===== config.mk =====
export PLATFORM = sky130hd
export DESIGN_NAME = lsu_mem_port
export DESIGN_NICKNAME = d
export VERILOG_FILES = /design/src/rtl/lsu_pkg.sv /design/src/rtl/lsu_lane_align.sv /design/src/rtl/lsu_mem_port.sv
export SDC_FILE = /design/constraint.sdc
export NUM_CORES = 1
export LEC_CHECK = 0
export BUFFER_PORTS_ARGS = -buffer_cell sky130_fd_sc_hd__buf_2
export CAP_MARGIN = 30
export CORE_MARGIN = 8
export CORE_UTILIZATION = 41
export DETAILED_ROUTE_END_ITERATION = 10
export GPL_TIMING_DRIVEN = 0
export HOLD_SLACK_MARGIN = 0.08
export PLACE_DENSITY = 0.87
export SLEW_MARGIN = 20
export SYNTH_ARGS = -nofsm -noshare
export SYNTH_HDL_FRONTEND = slang
export SYNTH_SLANG_ARGS = --single-unit

===== constraint.sdc =====
create_clock -name clk -period 4.6 [get_ports clk]
set_clock_uncertainty 0.05 [all_clocks]
set_input_delay 0.92 -clock clk [delete_from_list [all_inputs] [get_ports clk]]
set_output_delay 0.92 -clock clk [all_outputs]
set_load 0.01 [all_outputs]

===== src/rtl/lsu_pkg.sv =====
// Shared definitions for the MEM-stage load/store port: access-size
// encodings, controller state encoding and byte-lane select masks.
package lsu_pkg;

  localparam logic [1:0] SZ_B = 2'b00;
  localparam logic [1:0] SZ_H = 2'b01;
  localparam logic [1:0] SZ_W = 2'b10;

  typedef enum logic {
    ST_IDLE   = 1'b0,
    ST_RMW_WR = 1'b1
  } lsu_state_e;

  // Lane masks for an access sitting at byte offset 0; shift by the offset.
  localparam logic [3:0] LANE_B = 4'b0001;
  localparam logic [3:0] LANE_H = 4'b0011;
  localparam logic [3:0] LANE_W = 4'b1111;

endpackage


===== src/rtl/lsu_lane_align.sv =====
// Byte-lane alignment for the load/store port (little-endian lanes).
// Loads: pull the addressed byte/half down to bit 0 and sign/zero extend.
// Stores: merge the right-aligned store data into the old word's lanes.
module lsu_lane_align
  import lsu_pkg::*;
(
  input  logic [1:0]  size_i,
  input  logic        unsigned_i,
  input  logic [1:0]  offset_i,
  input  logic [31:0] old_word_i,
  input  logic [31:0] wdata_i,
  output logic [31:0] load_data_o,
  output logic [31:0] merged_o
);

  logic [31:0] shifted_s;
  logic [31:0] wdata_sh_s;
  logic [3:0]  lane_mask_s;

  // Load extract: shift the addressed lane(s) to the bottom, then extend.
  always_comb begin
    shifted_s = old_word_i >> {offset_i, 3'b000};
    case (size_i)
      SZ_B:    load_data_o = {{24{shifted_s[7] & ~unsigned_i}}, shifted_s[7:0]};
      SZ_H:    load_data_o = {{16{shifted_s[15] & ~unsigned_i}}, shifted_s[15:0]};
      default: load_data_o = old_word_i;
    endcase
  end

  // Store merge: replace only the target lanes of the old word.
  always_comb begin
    case (size_i)
      SZ_B:    lane_mask_s = LANE_B << offset_i;
      SZ_H:    lane_mask_s = LANE_H << offset_i;
      default: lane_mask_s = LANE_W;
    endcase
    wdata_sh_s = wdata_i << {offset_i, 3'b000};
    merged_o   = old_word_i;
    for (int k = 0; k < 4; k++) begin
      if (lane_mask_s[k]) begin
        merged_o[8*k +: 8] = wdata_sh_s[8*k +: 8];
      end else begin
        merged_o[8*k +: 8] = old_word_i[8*k +: 8];
      end
    end
  end

endmodule


===== src/rtl/lsu_mem_port.sv =====
// MEM-stage load/store initiator for a word-addressed data memory with
// combinational read and clocked write. Sub-word stores are done as a
// read-modify-write over two cycles, stalling the pipeline via req_ready.
// Build option: define LSU_SUBWORD_EN for byte/half accesses; without it
// every access is a word access and the RMW path is absent.
module lsu_mem_port
  import lsu_pkg::*;
#(
  parameter int DEPTH = 32,
  parameter int TAG_W = 5
) (
  input  logic             clk,
  input  logic             rst,
  input  logic             req_valid,
  output logic             req_ready,
  input  logic             req_we,
  input  logic [1:0]       req_size,
  input  logic             req_unsigned,
  input  logic [31:0]      req_addr,
  input  logic [31:0]      req_wdata,
  input  logic [TAG_W-1:0] req_tag,
  output logic             resp_valid,
  output logic [31:0]      resp_rdata,
  output logic [TAG_W-1:0] resp_tag,
  output logic             resp_fault,
  output logic [31:0]      mem_address,
  output logic [31:0]      mem_data_in,
  output logic             mem_we,
  output logic             mem_read,
  input  logic [31:0]      mem_data_out
);

  localparam int AW = $clog2(DEPTH);

  lsu_state_e       state_q, state_d;
  logic             resp_valid_q, resp_valid_d;
  logic [31:0]      resp_rdata_q, resp_rdata_d;
  logic [TAG_W-1:0] resp_tag_q, resp_tag_d;
  logic             resp_fault_q, resp_fault_d;
  logic [31:0]      merged_q, merged_d;
  logic [AW-1:0]    addr_q, addr_d;
  logic [TAG_W-1:0] tag_q, tag_d;

  logic        accept_s;
  logic        range_fault_s;
  logic        fault_s;
  logic        is_word_s;
  logic [31:0] load_data_s;
  logic [31:0] merged_s;
  logic        mem_we_s;
  logic        mem_read_s;

  assign req_ready     = (state_q == ST_IDLE) && !rst;
  assign accept_s      = req_valid && req_ready;
  assign range_fault_s = (req_addr[31:2] >= 30'(DEPTH));

`ifdef LSU_SUBWORD_EN
  assign is_word_s = (req_size == SZ_W);

  // Alignment and size faults; bytes can never be misaligned.
  always_comb begin
    case (req_size)
      SZ_B:    fault_s = range_fault_s;
      SZ_H:    fault_s = range_fault_s | req_addr[0];
      SZ_W:    fault_s = range_fault_s | (req_addr[1:0] != 2'b00);
      default: fault_s = 1'b1;
    endcase
  end

  lsu_lane_align u_lane_align (
    .size_i      (req_size),
    .unsigned_i  (req_unsigned),
    .offset_i    (req_addr[1:0]),
    .old_word_i  (mem_data_out),
    .wdata_i     (req_wdata),
    .load_data_o (load_data_s),
    .merged_o    (merged_s)
  );
`else
  // Size and signedness have no meaning in the word-only build.
  logic unused_cfg_s;
  assign unused_cfg_s = ^{req_size, req_unsigned};
  assign is_word_s    = 1'b1;
  assign fault_s      = range_fault_s | (req_addr[1:0] != 2'b00);
  assign load_data_s  = mem_data_out;
  assign merged_s     = 32'h0000_0000;
`endif

  // Next state, memory-port drive and response capture.
  always_comb begin
    state_d      = state_q;
    resp_valid_d = 1'b0;
    resp_rdata_d = 32'h0000_0000;
    resp_tag_d   = {TAG_W{1'b0}};
    resp_fault_d = 1'b0;
    merged_d     = merged_q;
    addr_d       = addr_q;
    tag_d        = tag_q;
    mem_address  = 32'h0000_0000;
    mem_data_in  = 32'h0000_0000;
    mem_we_s     = 1'b0;
    mem_read_s   = 1'b0;
    case (state_q)
      ST_IDLE: begin
        if (!accept_s) begin
          state_d = ST_IDLE;
        end else if (fault_s) begin
          resp_valid_d = 1'b1;
          resp_fault_d = 1'b1;
          resp_tag_d   = req_tag;
        end else if (!req_we) begin
          mem_address  = {2'b00, req_addr[31:2]};
          mem_read_s   = 1'b1;
          resp_valid_d = 1'b1;
          resp_rdata_d = load_data_s;
          resp_tag_d   = req_tag;
        end else if (is_word_s) begin
          mem_address  = {2'b00, req_addr[31:2]};
          mem_data_in  = req_wdata;
          mem_we_s     = 1'b1;
          resp_valid_d = 1'b1;
          resp_tag_d   = req_tag;
        end else begin
          mem_address = {2'b00, req_addr[31:2]};
          mem_read_s  = 1'b1;
          merged_d    = merged_s;
          addr_d      = req_addr[AW+1:2];
          tag_d       = req_tag;
          state_d     = ST_RMW_WR;
        end
      end
      ST_RMW_WR: begin
        mem_address  = {{(32-AW){1'b0}}, addr_q};
        mem_data_in  = merged_q;
        mem_we_s     = 1'b1;
        resp_valid_d = 1'b1;
        resp_tag_d   = tag_q;
        state_d      = ST_IDLE;
      end
      default: begin
        state_d = ST_IDLE;
      end
    endcase
  end

  // Reset suppresses any memory strobe, including a pending RMW write.
  assign mem_we   = mem_we_s & ~rst;
  assign mem_read = mem_read_s & ~rst;

  // State, RMW holding and response registers.
  always_ff @(posedge clk) begin
    if (rst) begin
      state_q      <= ST_IDLE;
      resp_valid_q <= 1'b0;
      resp_rdata_q <= 32'h0000_0000;
      resp_tag_q   <= {TAG_W{1'b0}};
      resp_fault_q <= 1'b0;
      merged_q     <= 32'h0000_0000;
      addr_q       <= {AW{1'b0}};
      tag_q        <= {TAG_W{1'b0}};
    end else begin
      state_q      <= state_d;
      resp_valid_q <= resp_valid_d;
      resp_rdata_q <= resp_rdata_d;
      resp_tag_q   <= resp_tag_d;
      resp_fault_q <= resp_fault_d;
      merged_q     <= merged_d;
      addr_q       <= addr_d;
      tag_q        <= tag_d;
    end
  end

  assign resp_valid = resp_valid_q;
  assign resp_rdata = resp_rdata_q;
  assign resp_tag   = resp_tag_q;
  assign resp_fault = resp_fault_q;

endmodule


Word level (Yosys, flattened, before mapping):

Cells that the tools add are included.
W data, S select, Z words.

* flip-flop bits (word level): 39
* logic and storage cells: 28
* bits of input ports: 108

* reduce and logical (&&, ||, !) cells: 5
* muxes and demuxes: 13
* order comparisons: 1
* bitwise logic cells: 5

Operators by type and width (number)
* $mux W32: 3
* $mux W30: 2
* $ge A30 B6 Y1 const B: 1
* $mux W1: 8
* $reduce_or A4 Y1: 1
* $and A1 B1 Y1: 2
* $not A1 Y1: 2
* $reduce_bool A2 Y1: 1
* $reduce_or A2 Y1: 1
* $logic_and A1 B1 Y1: 1
* $logic_not A1 Y1: 1
* $or A1 B1 Y1: 1

Depth between registers and ports, before layout:

Gate-level depths: netlist of run 1.

* word-level depth: 5
* depth in mapped cells: 6
* gate-level depth less buffers: 3

Least setup slack after synthesis of run 1:

OpenSTA, ideal clock, no wires.

* kind: input to output
* start point: input port req_addr[22]
* end point: output port mem_read
* arrival time: 2.098 ns
* stages on the path: 3
* slack: 1.532 ns
* cell sequence: nor4_1 nand4_2 nor4b_1

* cells in the longest elaborated chain, start to end: 5

RTL lines
* from (decl): RTL line lsu_mem_port.sv:19 `input logic [31:0] req_addr,`
* $ge A30 B6 Y1: RTL line lsu_mem_port.sv:55 `assign range_fault_s = (req_addr[31:2] >= 30'(DEPTH));`
* $or A1 B1 Y1: RTL line lsu_mem_port.sv:84 `assign fault_s = range_fault_s | (req_addr[1:0] != 2'b00);`
* $mux W1: RTL line lsu_mem_port.sv:107 `end else if (fault_s) begin`
* $mux W1: RTL line lsu_mem_port.sv:105 `if (!accept_s) begin`
* $and A1 B1 Y1: RTL line lsu_mem_port.sv:148 `assign mem_read = mem_read_s & ~rst;`
* to (decl): RTL line lsu_mem_port.sv:29 `output logic mem_read,`

Every way passes these cells.

Final worst setup path of run 1:

* start point: input port req_addr[31]
* end point: output port mem_address[0]

* cells in the longest elaborated chain, start to end: 4

RTL lines
* $ge A30 B6 Y1: RTL line lsu_mem_port.sv:55
* $or A1 B1 Y1: RTL line lsu_mem_port.sv:84
* $mux W30: RTL line lsu_mem_port.sv:107
* $mux W30: RTL line lsu_mem_port.sv:105
* to (decl): RTL line lsu_mem_port.sv:26 `output logic [31:0] mem_address,`

Every way passes these cells.

==> impl_metrics.ini, run 1 <==
[clock_network]
postCtsHoldBufs = 0
clk_root_buffer_cell = clkbuf_8
cts_buffers = 5
clk_path_buf_depth = 2
path_clk_slew_ps = 70
cts_tree = yes
cts_setup_buffers = 0
post_cts_resized = 0
htree_levels = 2
numClockSinks = 39

[power]
p_clk_share_pct = 33.0
switchingPower_uw = 168.7
pwr-share-seq_pct = 49.5
p_comb_share_pct = 17.4
switching_share_pct = 24.51
power.leakage_nw = 1.617
internal-power_uw = 519.4
power_density_nw_per_um2 = 191.9
irDropWorstVdd_mv = 0.1922

[finish]
fin_util_pct = 62.01
final_cell_mix = buf_2 (183), nor3_2 (70), dfxtp_1 (39)
area_growth_pct = 49.69
fillCellCount = 499
fin_nets = 578
register_area_um2 = 780.7
multi_input_area_um2 = 1339
drive_above_1_share_pct = 62.77
final_common_cell = buf_2
diodes = 0

[logic_synthesis]
synth.distinct_cells = 19
syn_area_per_cell_um2 = 9.391
seq_area_frac_synth_pct = 32.60
ys_ff_latch = 39
syn_area_um2 = 2395
yosysWarnings = 0
synth_cells = 255

[sta]
fmax_mhz = 288.4
whs_ps = 778.9
hold_violations = 0
relSlewSlack_pct = 54.04
worstMarginPinSlew_ps = 689.3
period_share_pct = 75.38
setup_tns_ps = 0
setup_viol = 0
grt_setup_unrepaired = false
drv_slew = 0
layout_min_cycle_time_ps = 3468

[die]
core.rowCount = 28
die_area_um2 = 8542
die_w_um = 92.43
die-height_um = 92.43
initial_core_util_pct = 41.43
core-area_um2 = 5781
ios = 214

[global_route]
grt_pass1_vias = 2726
grt_antenna_before_repair = 0
grt_start_max_net_pins = 12
grt_pass1_wl_mm = 13.52
grt_usage_pct = 19.25
overflow = 0

[place]
gp_congestion = 0.8031
placement.io_buffers = 182
dp_hpwl_mm = 7.222

[hold_path]
whs_path_depth = 2
min_path_type = in -> reg
min_to = resp_tag[0]
hold_path.startpoint = req_tag[0]

[drt]
vias_per_cell = 4.780
antenna_left = 0
dr.pass1.iters = 4
drcViolationCount = 0
drtIter0Drc = 77
num_vias = 2605
avgRoutedWirePerCell_um = 15.84
finalWirelength_mm = 8.631

[critical_path]
worst_ep_required_time_ps = 3630
cp.arrival_ps = 2500
worstSetupPathType = in -> out
end_kind = primary output
path_max_fanout = 10
startpoint_type = input port

[run]
maxCapViolations = 0

[outcome]
status = finished clean
[power groups by stage]
stage | combinational (mW) | sequential [mW] | clock [mW]
5_1_grt | 0.132 | 0.341 | 0.245
6_report | 0.120 | 0.341 | 0.227
3_5_place_dp | 0.118 | 0.349 | 0
3_3_place_gp | 0.115 | 0.348 | 0
4_1_cts | 0.118 | 0.341 | 0.232
2_1_floorplan | 0.0607 | 0.350 | 0
[flip-flops by register name, indices dropped and copies added, names as in the netlist]
register	count
resp_rdata	32
resp_fault	1
resp_valid	1
resp_tag	5
[cell type report]
type	instances	area share [%]
multi-input combinational	184	37.35
timing repair buffer	182	25.41
sequential	39	21.78
buffer	57	10.30
tap	75	2.618
clock buffer	6	2.304
clock inverter	1	0.1396
inverter	1	0.1047
[critical path, stage by stage]
cell,delay (ps)
buf_2,100
nor4_1,270
nand3_1,360
clkbuf_1,410
nor3_2,270
buf_2,170
[cell families after synthesis]
kind of cell    synth area share, %
other cells                  0.1566
simple gates                  51.36
compound gates               0.3136
flops                         32.60
buf+inv                       15.57
[worst max path at each step]
| stage | from | to | slack (ps) | cells after the start |
|---|---|---|---|---|
| 3_3_place_gp | req_addr[20] | mem_data_in[20] | 1150 | 6 |
| 2_1_floorplan | req_addr[22] | mem_read | 1530 | 3 |
| 3_5_place_dp | req_addr[31] | mem_address[0] | 1100 | 6 |
| 5_1_grt | req_addr[31] | mem_data_in[6] | 910 | 6 |
| 6_report | req_addr[31] | mem_address[0] | 1130 | 6 |
| 4_1_cts | req_addr[31] | mem_address[0] | 1100 | 6 |
[layer usage]
metal  wire [um]  share of wire, %  track usage, %
met1        3206                37           19.29
met2        4328                50           35.16
met3         984                11           8.414
met4         112               1.3           5.638
met5           0                 0               0
[cells in the mapped netlist]
| library cell | count | area [um2] |
|---|---|---|
| nand3_1 | 33 | 165.2 |
| nor4_1 | 6 | 37.54 |
| nand2_1 | 6 | 22.52 |
| nor2b_1 | 1 | 6.260 |
| nand4_2 | 1 | 12.51 |
| buf_4 | 27 | 202.7 |
| nor4b_1 | 1 | 8.760 |
| o21a_1 | 1 | 7.510 |
| buf_2 | 1 | 5.000 |
| nor3_2 | 70 | 700.7 |
| conb_1 | 1 | 3.750 |
| buf_1 | 2 | 7.510 |
| inv_1 | 1 | 3.750 |
| nor3_1 | 1 | 5.000 |
| clkbuf_1 | 20 | 75.07 |
| buf_6 | 7 | 78.83 |
| and2_1 | 5 | 31.28 |
| nand3b_1 | 32 | 240.2 |
| dfxtp_1 | 39 | 780.8 |
[per-stage QoR]
step,cell area (um2),power (mW),setup slack (ps),cells
2_1_floorplan,2492,0.4107,1532,281
3_3_place_gp,3497,0.4637,1146,538
3_5_place_dp,3497,0.4663,1105,538
4_1_cts,3585,0.6910,1103,545
5_1_grt,3585,0.7183,908.1,545
6_report,3585,0.6881,1132,545
Note: power is estimated with default switching activity, not from simulation.
==> run 2, diff against run 1 <==
- ABC_AREA: not set -> 1
- CORE_UTILIZATION: 41 -> 31
- PLACE_DENSITY: 0.87 -> 0.77
- clock period: 4.6 -> 3.03 ns (I/O delays scaled with it)
==> impl_metrics.ini, run 2 <==
[die]
core-area_um2 = 5991
initial_core_util_pct = 32.27
ios = 214
die-height_um = 94.97
die_w_um = 94.97
die_area_um2 = 9018
core.rowCount = 28

[logic_synthesis]
yosysTopAreaCellShare_pct = 40.39
synth_common_cells = inv_1 (86), nor2_1 (55), dfxtp_1 (39), nor2_2 (28), buf_4 (27)
synthFlopType = dfxtp_1
yosysWarnings = 0
synth.area.top_cells = dfxtp_1 (40%), inv_1 (17%), nor2_1 (11%)
ys_ff_latch = 39
yosysTopAreaCell = dfxtp_1
post-synth-top-count-cell = inv_1
synth-edff-count = 0
async_flop_share_pct = 0
syn_area_um2 = 1933
synth_cells = 269
synth.distinct_cells = 13
seq_area_frac_synth_pct = 40.39
syn_area_per_cell_um2 = 7.186

[critical_path]
worstSetupPathType = in -> out
end_kind = primary output
path_max_fanout = 10
startpoint_type = input port
worst_ep_required_time_ps = 2370
cp.arrival_ps = 1750

[clock_network]
cts_setup_buffers = 0
clk_root_buffer_cell = clkbuf_8
numClockSinks = 39
htree_levels = 2
path_clk_slew_ps = 80
post_cts_resized = 0
cts_buffers = 5
cts_tree = yes
postCtsHoldBufs = 0
clk_path_buf_depth = 2

[run]
maxCapViolations = 0

[place]
gp_congestion = 0.7634
dp_cells = 553
dp_hpwl_mm = 5.547
place_ws_ps = 566.0
placement.io_buffers = 183

[drt]
drcViolationCount = 0
drtIter0Drc = 20
antenna_left = 0
avgRoutedWirePerCell_um = 11.21
finalWirelength_mm = 6.287
num_vias = 2040
vias_per_cell = 3.636
dr.pass1.iters = 4

[finish]
final_common_cell = buf_2
final_cells = 561
fin_nets = 593
largest_reg_flops = 32
diodes = 0
fin_util_pct = 52.78
area_growth_pct = 63.56
fillCellCount = 581
drive_above_1_share_pct = 53.70
final_cell_mix = buf_2 (183), inv_1 (86), nor2_1 (55)

[global_route]
grt_pass1_wl_mm = 9.218
grt_antenna_before_repair = 0
grt_usage_pct = 12.82
overflow = 0
grt_start_max_net_pins = 14
grt_pass1_vias = 2098

[hold_path]
whs_path_depth = 3
min_path_type = in -> reg

[sta]
setup_tns_ps = 0
drv_slew = 0
fmax_mhz = 415.0
grt_setup_unrepaired = false
layout_min_cycle_time_ps = 2410
period_share_pct = 79.53
setup_viol = 0
hold_violations = 0
setup_slack_ps = 620.3

[power]
irDropWorstVdd_mv = 0.4360
power_density_nw_per_um2 = 355.1
power.leakage_nw = 2.171

[outcome]
status = finished clean
[run 2: logic make-up after synthesis]
kind of cell,Yosys count,share of synthesized area [%]
buffers and inverters,119,30.68
flip-flops,39,40.39
other,1,0.1940
AND/OR/NAND/NOR,109,28.48
AO/OA/AOI/OAI,1,0.2587
[run 2: final timing paths]
| check | startpoint | endpoint | slack (ps) |
|---|---|---|---|
| worst max-delay path | rst | mem_data_in[10] | 620 |
| worst min-delay path | mem_data_out[0] | resp_rdata[0] | 480 |
[run 2: metrics by stage]
| step | cell area [um2] | hold WS [ps] | total power, mW |
|---|---|---|---|
| 2_1_floorplan | 2031 | 668.2 | 0.6071 |
| 3_3_place_gp | 3040 | 767.3 | 0.6784 |
| 3_5_place_dp | 3040 | 775.3 | 0.6809 |
| 4_1_cts | 3162 | 464.2 | 1.140 |
| 5_1_grt | 3162 | 466.3 | 1.187 |
| 6_report | 3162 | 475.5 | 1.123 |
[run 2: layout make-up]
type	count	area (um2)	share of cell area [%]
tap	75	93.84	2.968
inverter	86	322.8	10.21
clock inverter	2	38.79	1.227
buffer	33	270.3	8.548
multi-input combinational	137	656.9	20.78
clock buffer	6	82.58	2.612
sequential	39	780.7	24.69
timing repair buffer	183	915.9	28.97
[run 2: power by group]
group          switching (mW)  total, mW  internal (mW)
Sequential           0.000770      0.517          0.516
Combinational          0.0695      0.154         0.0847
Clock                   0.181      0.452          0.271
[run 2: worst max-delay path: stages]
cell,delay (ps)
buf_2,90
inv_1,60
nand2_1,200
nor2_1,230
nand3_4,150
buf_6,170
nor2_1,100
buf_2,140
[run 2: metal layers]
layer | share of wire [%] | global-route usage [%] | vias up
li1 | - | - | 1096
met1 | 35 | 12.05 | 828
met2 | 53 | 24.10 | 106
met3 | 11 | 5.952 | 10
met4 | 1.6 | 3.901 | 0
met5 | 0 | 0 | -
